### src/rtl/tp02_symbol_sender.sv
// rtl/tp02_symbol_sender.sv - TP02 frame transmitter: SYNC pulse then LOW/HIGH controle strobe per two-bit symbol.
// Optional trailing parity symbol enabled by TP02_TX_PARITY_EN.
module tp02_symbol_sender #(
    parameter int NSYM = 4,
    parameter int LENW = 3,
    parameter int HOLD = 1
) (
    input  logic              clk,
    input  logic              start,
    input  logic              load,
    input  logic [2*NSYM-1:0] data,
    input  logic [LENW-1:0]   len,
    output logic              ready,
    output logic              done,
    output logic              tx_start,
    output logic              tx_in1,
    output logic              tx_in2,
    output logic              tx_controle
);

    localparam int DW = 2*NSYM + 2;
    localparam int PW = (HOLD > 1) ? $clog2(HOLD) : 1;
    localparam logic [PW-1:0]   PH_LAST = PW'(HOLD - 1);
    localparam logic [PW-1:0]   PH_ONE  = PW'(1);
    localparam logic [LENW:0]   ONE     = (LENW+1)'(1);

    typedef enum logic [1:0] {S_IDLE, S_SYNC, S_LOW, S_HIGH} state_t;

    state_t          state, nxt;
    logic [PW-1:0]   phase_q, phase_n;
    logic [LENW:0]   idx_q, idx_n, tot_q, tot_n, tot_acc;
    logic [DW-1:0]   data_q, data_n, pack;
    logic [LENW-1:0] len_eff;
    logic            done_n;

    // Frame is packed so the symbol on the wire is always data_q[1:0];
    // symbols beyond the clamped length are masked off.
    always_comb begin
        len_eff = (int'(len) > NSYM) ? LENW'(NSYM) : len;
        pack    = '0;
        for (int i = 0; i < NSYM; i++) begin
            if (i < int'(len_eff))
                pack[2*i +: 2] = data[2*i +: 2];
        end
`ifdef TP02_TX_PARITY_EN
        begin
            logic [1:0] par;
            par = 2'b00;
            for (int i = 0; i < NSYM; i++) begin
                if (i < int'(len_eff))
                    par = par ^ data[2*i +: 2];
            end
            for (int i = 0; i <= NSYM; i++) begin
                if (i == int'(len_eff))
                    pack[2*i +: 2] = par;
            end
        end
        tot_acc = {1'b0, len_eff} + ONE;
`else
        tot_acc = {1'b0, len_eff};
`endif
    end

    always_comb begin
        nxt     = state;
        phase_n = phase_q;
        idx_n   = idx_q;
        tot_n   = tot_q;
        data_n  = data_q;
        done_n  = 1'b0;
        case (state)
            S_IDLE: begin
                if (load) begin
                    nxt     = S_SYNC;
                    data_n  = pack;
                    tot_n   = tot_acc;
                    idx_n   = '0;
                    phase_n = '0;
                end
            end
            S_SYNC: begin
                if (tot_q == '0) begin
                    nxt    = S_IDLE;
                    done_n = 1'b1;
                end else begin
                    nxt = S_LOW;
                end
            end
            S_LOW: begin
                if (phase_q == PH_LAST) begin
                    nxt     = S_HIGH;
                    phase_n = '0;
                end else begin
                    phase_n = phase_q + PH_ONE;
                end
            end
            S_HIGH: begin
                if (phase_q == PH_LAST) begin
                    phase_n = '0;
                    if (idx_q + ONE == tot_q) begin
                        nxt    = S_IDLE;
                        done_n = 1'b1;
                    end else begin
                        nxt    = S_LOW;
                        idx_n  = idx_q + ONE;
                        data_n = data_q >> 2;
                    end
                end else begin
                    phase_n = phase_q + PH_ONE;
                end
            end
            default: nxt = S_IDLE;
        endcase
    end

    // Outputs are registered from the next state so they line up with it.
    always_ff @(posedge clk) begin
        if (start) begin
            state       <= S_IDLE;
            phase_q     <= '0;
            idx_q       <= '0;
            tot_q       <= '0;
            data_q      <= '0;
            ready       <= 1'b1;
            done        <= 1'b0;
            tx_start    <= 1'b0;
            tx_in1      <= 1'b0;
            tx_in2      <= 1'b0;
            tx_controle <= 1'b1;
        end else begin
            state       <= nxt;
            phase_q     <= phase_n;
            idx_q       <= idx_n;
            tot_q       <= tot_n;
            data_q      <= data_n;
            ready       <= (nxt == S_IDLE);
            done        <= done_n;
            tx_start    <= (nxt == S_SYNC);
            tx_controle <= (nxt != S_LOW);
            if (nxt == S_LOW || nxt == S_HIGH) begin
                tx_in1 <= data_n[1];
                tx_in2 <= data_n[0];
            end else begin
                tx_in1 <= 1'b0;
                tx_in2 <= 1'b0;
            end
        end
    end

endmodule

### config.mk
export PLATFORM = sky130hd
export DESIGN_NAME = tp02_symbol_sender
export DESIGN_NICKNAME = d
export VERILOG_FILES = /design/src/rtl/tp02_symbol_sender.sv
export SDC_FILE = /design/constraint.sdc
export NUM_CORES = 1
export LEC_CHECK = 0
export ABC_AREA = 1
export CAP_MARGIN = 40
export CORE_UTILIZATION = 30
export DETAILED_ROUTE_END_ITERATION = 7
export GPL_TIMING_DRIVEN = 0
export PLACE_DENSITY = 0.53
export RECOVER_POWER = 50
export SKIP_CTS_REPAIR_TIMING = 1
export SLEW_MARGIN = 40
export SYNTH_ARGS = -nofsm -noshare
export SYNTH_HDL_FRONTEND = slang
export SYNTH_SLANG_ARGS = --single-unit
### constraint.sdc
create_clock -name clk -period 2 [get_ports clk]
set_input_delay 0.5 -clock clk [delete_from_list [all_inputs] [get_ports clk]]
set_output_delay 0.5 -clock clk [all_outputs]
set_load 0.01 [all_outputs]
* Word-level counts from Yosys, hierarchy flattened
Index checks and enable logic that the tools add are counted.
** Operators by class
- $add $sub $neg :: 2
- Equality and inequality tests :: 11
- Bitwise logic cells :: 1
- Mux-type cells :: 26
- Reduce and logical (&&, ||, !) cells :: 11
- Magnitude comparators :: 5
** Operators by type and width (number)
- 10-bit 2-to-1 mux :: 3
- 10-bit case mux with 2 select lines :: 1
- 2-bit 2-to-1 mux :: 9
- 4-bit 2-to-1 mux :: 3
- 2-bit equality test, second input constant :: 4
- 2-bit != test, second input constant :: 4
- 2-bit case mux with 4 select lines :: 1
- 4-bit case mux with 2 select lines :: 1
- 1-bit by 3-bit < comparator with 1-bit output, first input constant :: 2
- 2-bit by 3-bit < comparator with 1-bit output, first input constant :: 2
- 1-bit 2-to-1 mux :: 5
- 4-bit by 1-bit adder with 4-bit output, second input constant :: 1
- 2-bit by 1-bit equality test with 1-bit output, second input constant :: 2
- 4-bit by 3-bit equality test with 1-bit output :: 1
- 2-bit logical NOT :: 2
- 4-bit logical NOT :: 1
- 1-bit case mux with 2 select lines :: 2
- 2-bit AND reduction :: 2
- 4-bit AND reduction :: 1
- 2-bit nonzero test :: 2
- 2-bit OR reduction :: 2
- 3-bit > comparator, second input constant :: 1
- 3-bit 2-to-1 mux :: 1
- 1-bit adder, second input constant :: 1
- other kinds (2) :: 2
** Word-level totals
- Output and inout port bits :: 6
- Register bits after elaboration :: 26
- Input bits :: 14
- Word-level logic and storage cells :: 68

* Longest topological paths before layout
Gate-level depths: netlist (run 1).
- Depth after elaboration :: 9
- Mapped depth :: 13
- Gate-level depth less buffers :: 13

* Worst setup path before layout (run 1)
OpenSTA, ideal clock, no wires.
- Path kind :: reg2reg
- From :: register idx_q[0]
- To :: register data_q[2]
- Data arrival time :: 1.438 ns
- Setup time :: 0.128 ns
- Path slack :: 0.434 ns
- Stages on the path, launching flop included :: 10
- Data required time :: 1.872 ns
- Path buffers :: 0
- Period minus slack after synthesis :: 1.566 ns
- Cell sequence :: dfxtp_1 ha_1 nand2_1 nand2_1 nor2_4 nand4_2 nand4_1 nor2_1 nor2_1 nor2_1
** On the way
- Word-level cells in the longest chain between the ends :: 4
** RTL lines
- start, declared :: line 31 : logic [LENW:0] idx_q, idx_n, tot_q, tot_n, tot_acc;
- start signal, assigned :: line 133 : idx_q <= idx_n;
- 4-bit by 1-bit adder with 4-bit output :: line 100 : if (idx_q + ONE == tot_q) begin
- 4-bit by 3-bit equality test with 1-bit output :: line 100
- 2-bit != test (no line)
- 4-bit AND reduction (no line)
- end signal, assigned :: line 135 : data_q <= data_n;
- end, declared :: line 32 : logic [DW-1:0] data_q, data_n, pack;
No other way between the ends.
A chain may end at the register's enable or synchronous reset.

* Worst setup path after layout (run 1)
- From :: register idx_q[0]
- To :: register data_q[5]
Same word-level chain as after synthesis.

==> summary.txt, run 1 <==
Outcome
  – Outcome: complete, no violations

Die
  – Starting Density: 0.3212
  – Core ar.: ~3800 um2
  – Num ports: 20
  – Die height: around 66 um
  – FP Rows: 22
  – Die ar.: ~4300 um2
  – Die X: 65.54 um

Finish
  – Nets: 218
  – Area growth syn-to-layout: 23.76%
  – Leading cell type in the layout, fill and taps excluded: nand2_1
  – N_diodes: 0
  – Commonest cells after routing, fill and taps aside: 43 x nand2_1, 27 x inv_1, 22 x dfxtp_1
  – Layout cells sized above 1: 0.1111
  – Filler instances: ~390
  – Fin cells: between 200 and 250
  – Area of the multi-input gates: 621.8 um2
  – FF+latch area: between 400 and 500 um2

Global routing
  – Met3 Resource Use GR: 0.03299
  – First-pass GRT wire length: 4698 um
  – Initial antenna violation count: 0
  – Global-route met2 utilization: 0.2461
  – GRT Total Usage: 0.1419
  – Met1 Use GR: 0.1705
  – GRT Max-Usage Layer: met2
  – Largest net degree at the start of global routing: 14
  – Vias in the first global route: 1,093
  – Total grt overflow: 0

STA
  – Period utilization: 0.9158
  – Max Freq: about 0.55 GHz
  – Crit path time final: 1832 ps
  – Max Slew Vio Count: 0
  – RSZ-0062 raised after global routing: false
  – Fin. Hold Viols: 0
  – Setup slack after layout: 168.4 ps
  – Setup TNS: 0 ps
  – Actual slew at the worst max-slew pin: ~530 ps
  – Clock Skew: 3.558 ps
  – Setup violators final: 0
  – Slew headroom: 0.6487

Routing
  – TritonRoute pass-1 iters: 4
  – # DRC: 0
  – Vias: 1,123
  – Wire length per cell: about 11 um
  – Post-Route WL: 2696 um
  – DR iter-0 viols: 27
  – Antenna viol nets, final: 0
  – Vias per cell: 4.565

Place
  – GPL Wtd Cong: 0.8029
  – Hpwl dp: 2125 um
  – Number of I/O port buffers: 18
  – Placed Instances: about 240
  – Pre-CTS setup slack: around 100 ps

Critical path
  – Crit path launch type: register
  – Crit path capture type: register
  – Critical path required time: about 2100 ps
  – Register-to-Register Path Depth: 10
  – Max FO, Critical Path: 7
  – Setup CP Type: reg2reg
  – Critical Path AT: a little under 2000 ps

Worst hold path
  – Hold WC Path Type: reg2reg
  – Hold depth: 2

Clock tree
  – Clk_lat worst skew: roughly 260 ps
  – CTS root buffer: clkbuf_8
  – CTS Buffer Depth: 2
  – H-Tree Depth: 1
  – Clock sinks: 23
  – Clock transition at path regs: roughly 80 ps
  – Number of CTS-inserted buffers: 3
  – CTS tree: done

Synth
  – Avg Cell Area, Syn: 6.882 um2
  – Mapped cell area: roughly 1200 um2
  – Syn nets: slightly below 200
  – Distinct cell type count of the synthesized netlist: 23
  – Mapped Cells: between 150 and 200
  – Seq cells post-synth: 23
  – Synthesis Warnings: 0
  – Sequential fraction of the synthesis area: 0.3802

Pwr
  – Worst IR Drop VDD: between 0.0004 and 0.0005 V
  – Power density cells: just under 700 nW/um2
  – Leakage: approximately 0.68 nW

Run
  – Max Cap Viol: 0
==> state kept, by name, indices dropped and copies added, names as in the netlist <==
register     count
data_q           8
idx_q            4
tot_q            3
state            2
done             1
ready            1
tx_controle      1
tx_in1           1
tx_in2           1
tx_start         1
==> cells by family after synthesis <==
| family | share of synthesized area |
|---|---|
| AOI/OAI and AO/OA | 0.08678 |
| adders and majority gates | 0.05165 |
| and+or+nand+nor | 0.3750 |
| DFF | 0.3802 |
| buffers and inverters | 0.1064 |
==> per-stage QoR <==
step	hold slack (ps)	power [W]	util	instance area, um2
4_1_cts	469.2	0.001036	0.3971	1498
3_5_place_dp	456.0	0.0007463	0.3849	1451
3_3_place_gp	459.0	0.0007426	0.3849	1451
6_report	469.8	0.001017	0.3975	1499
2_1_floorplan	445.9	0.0006626	-	1211
5_1_grt	501.1	0.001084	0.3975	1499
==> synthesized netlist by cell type, drive strengths merged <==
cell type / count / share of area
a21oi: 13 / 0.054
nor3: 2 / 0.0083
o22ai: 1 / 0.0052
nand4: 3 / 0.021
nor2: 20 / 0.070
ha: 5 / 0.052
or2: 1 / 0.0052
a211oi: 2 / 0.012
nand2: 48 / 0.16
buf: 1 / 0.0041
o21ai: 3 / 0.015
clkbuf: 2 / 0.0062
inv: 31 / 0.096
dfxtp: 23 / 0.38
nand3: 19 / 0.099
nor3b: 2 / 0.012
==> worst paths after layout <==
check	end	startpoint	slack (ps)
setup / recovery	data_q[5]	idx_q[0]	170
hold / removal	data_q[7]	data_q[7]	470
setup reg to reg	data_q[5]	idx_q[0]	170
hold reg to reg	data_q[7]	data_q[7]	470
==> critical path: stages, from the launching register on <==
cell,delay [ps]
dfxtp_2,370
ha_1,340
inv_1,60
nand2_1,50
nand2_1,80
nor2_4,160
nand4_2,200
nand4_1,220
nor2_1,70
nor2_1,110
nor2_1,50
==> where the power goes <==
| part | total (W) | internal [W] | leakage (nW) | switching [W] |
|---|---|---|---|---|
| combinational | 0.000232 | 0.0000929 | 0.463 | 0.000139 |
| clock | 0.000288 | 0.000139 | 0.0255 | 0.000149 |
| sequential | 0.000498 | 0.000484 | 0.188 | 0.0000134 |
==> layer usage <==
| layer | up-vias | share of wire | routed length, um |
|---|---|---|---|
| met4 | 0 | 0.0096 | 26 |
| met2 | 19 | 0.46 | 1246 |
| li1 | 594 | - | - |
| met1 | 506 | 0.49 | 1311 |
| met5 | - | 0 | 0 |
| met3 | 4 | 0.041 | 111 |
==> area by class of cell <==
class | count | area share
tap | 48 | 0.04007
buffer | 3 | 0.008347
timing repair buffer | 18 | 0.1202
inverter | 31 | 0.07763
clock buffer | 3 | 0.02755
sequential | 23 | 0.3080
clock inverter | 1 | 0.003339
multi-input combinational | 119 | 0.4149
Power figures use the tool's default switching activity.
==> run 2: changes to the inputs <==
Settings changed: CORE_MARGIN set to 5.
==> summary.txt, run 2 (synthesis gave the netlist of run 1 again) <==
Clock tree
  – H-Tree Depth: 1 (unchanged)
  – Clk_lat worst skew: 270 ps (about the same)
  – CTS root buffer: clkbuf_8
  – Clock sinks: 23 (unchanged)
  – CTS Buffer Depth: 2 (unchanged)
  – CTS tree: done
  – Number of CTS-inserted buffers: 3 (unchanged)
  – Clock transition at path regs: 90 ps (about the same)

Finish
  – Commonest cells after routing, fill and taps aside: 43 x nand2_1, 27 x inv_1, 22 x dfxtp_1
  – Nets: 218 (unchanged)
  – N_diodes: 0 (unchanged)
  – Design area: 1494 um2 (-0.33%)
  – Layout cells sized above 1: 0.1111 (unchanged)
  – Leading cell type in the layout, fill and taps excluded: nand2_1
  – Top reg by flops: data_q
  – Top Registers: data_q x8, idx_q x4, tot_q x3
  – Largest register FFs: 8 (unchanged)
  – Area growth syn-to-layout: 23.35%

Die
  – Starting Density: 0.3050 (-0.01619)
  – Die height: 73.54 um (+12%)
  – FP Rows: 23 (+4.5%)
  – Die X: 73.54 um (+12%)
  – Die ar.: 5408 um2 (+26%)
  – Core ar.: 3971 um2 (+5.3%)
  – Num ports: 20 (unchanged)

Routing
  – Post-Route WL: 2738 um (+1.6%)
  – TritonRoute pass-1 iters: 4 (unchanged)
  – # DRC: 0 (unchanged)
  – Wire length per cell: 11.04 um (+0.74%)
  – Antenna viol nets, final: 0 (unchanged)
  – Vias: 1,091 (-2.8%)
  – DR iter-0 viols: 49 (+81%)
  – Vias per cell: 4.399 (-3.6%)

STA
  – Setup violators final: 0 (unchanged)
  – RSZ-0062 raised after global routing: false
  – Slew headroom: 0.6260 (-0.02263)
  – Period utilization: 0.8830 (-0.03276)
  – Max Freq: 0.5662 GHz (+3.7%)
  – Setup TNS: 0 ps (unchanged)
  – Fin. Hold Viols: 0 (unchanged)
  – Clock Skew: 2.859 ps (-0.6985 ps)
  – Crit path time final: 1766 ps (-65.51 ps)
  – Max Slew Vio Count: 0 (unchanged)
  – Actual slew at the worst max-slew pin: 560.9 ps (+33.95 ps)

Global routing
  – Vias in the first global route: 993 (-9.1%)
  – Total grt overflow: 0 (unchanged)
  – Initial antenna violation count: 0 (unchanged)
  – GRT Total Usage: 0.1103 (-0.03159)
  – First-pass GRT wire length: 4567 um (-2.8%)
  – Largest net degree at the start of global routing: 14 (unchanged)

Critical path
  – Reg-to-reg slack, setup: 230 ps (+70 ps)
  – RR Endpoint: data_q[2]
  – Setup CP Type: reg2reg
  – Crit path launch type: register
  – Top cell family by delay on the critical path: simple AND/OR/NAND/NOR gates
  – Max FO, Critical Path: 10 (+3)
  – R2r startpoint: idx_q[0]
  – Cell mode on critical path: nand2_1
  – Worst path depth: 11 (+1)
  – Crit-path max cell delay: 370 ps (about the same)
  – Buf/Inv on CP: 2 (+1)
  – Worst Setup EP: data_q[2]
  – Critical path required time: 2140 ps (about the same)
  – Register-to-Register Path Depth: 11 (+1)
  – Crit. Startpoint: idx_q[0]
  – CP max-delay cell: dfxtp_2
  – Cell Chain, Critical Path: ha_1 -> inv_1 -> nand2_1 -> nand2_1 -> nor2_4 -> nand4_2 -> nand3_2 -> nand2_1 -> inv_1 -> nor2_1 -> nor2_1
  – Critical Path AT: 1910 ps (-50 ps)
  – Crit path capture type: register

Worst hold path
  – Hold depth: 2 (unchanged)
  – Hold WC Path Type: reg2reg

Place
  – Area after DPL: 1454 um2 (+0.17%)
  – GPL Wtd Cong: 0.7737 (-3.6%)
  – Hpwl dp: 2124 um (about the same)
  – Number of I/O port buffers: 18 (unchanged)

Pwr
  – Power density cells: 686.9 nW/um2 (+1.2%)
  – Leakage: 0.6757 nW (-0.14%)
  – NetSw: 0.0003119 W (+3.5%)
  – Clock power share: 0.292 (+0.009)
  – Worst IR Drop VDD: 0.0002077 V (-49%)
  – Internal: 0.0007143 W (-0.25%)
  – Gate power share: 0.222 (-0.006)
  – Sw Share: 0.3039 (+0.007776)
  – Flop pwr share: 0.485 (-0.004)

Run
  – Max Cap Viol: 0 (unchanged)

Outcome
  – Outcome: complete, no violations
run 2: cell counts in the layout (fill, tap and decap cells not counted):
Identical to the previous run, type by type.
run 2: final cells by class:
class | count | area, um2
multi-input combinational | 119 | 614.3
buffer | 3 | 12.51
timing repair buffer | 18 | 180.2
inverter | 31 | 116.4
clock inverter | 1 | 5.005
tap | 50 | 62.56
sequential | 23 | 461.7
clock buffer | 3 | 41.29
fill | 468 | 2477
run 2: how the worst min path moves through the flow:
| stage | slack [ps] | start | endpoint |
|---|---|---|---|
| after CTS | 480 | data_q[7] | data_q[7] |
| after global placement | 460 | data_q[7] | data_q[7] |
| after detailed placement | 460 | data_q[7] | data_q[7] |
| after global routing | 490 | data_q[6] | data_q[6] |
| after floorplan | 450 | data_q[6] | data_q[6] |
| final | 480 | data_q[7] | data_q[7] |
run 2: worst min-delay path: stages (launching register included):
cell and delay (ps):
dfxtp_1 320, nand2_1 60, a21oi_1 60
run 2: power by group through the flow:
stage               clock (W)  combinational [W]  sequential [W]
finish               0.000300           0.000228        0.000498
global route         0.000323           0.000260        0.000502
CTS                  0.000311           0.000240        0.000499
detailed placement          0           0.000238        0.000509
global placement            0           0.000238        0.000509
floorplan                   0           0.000151        0.000512
run 2: per-layer routing:
metal | track usage | vias up | wire [um]
met4 | 0.04829 | 0 | 52
met2 | 0.1791 | 17 | 1304
met1 | 0.1432 | 478 | 1278
met5 | 0 | - | 0
met3 | 0.01778 | 5 | 102
li1 | - | 591 | -
run 2: metrics by stage:
stage / util / std cells / setup WS, ps / power, W / hold WS [ps]
final: 0.3762 / 248 / 233.9 / 0.001026 / 476.7
after global routing: 0.3762 / 248 / 57.99 / 0.001085 / 490.1
after CTS: 0.3778 / 248 / 132.7 / 0.001049 / 475.7
after detailed placement: 0.3661 / 244 / 80.65 / 0.0007473 / 463.2
after global placement: 0.3661 / 244 / 66.82 / 0.0007464 / 460.6
after floorplan: - / 176 / 434.1 / 0.0006626 / 445.9
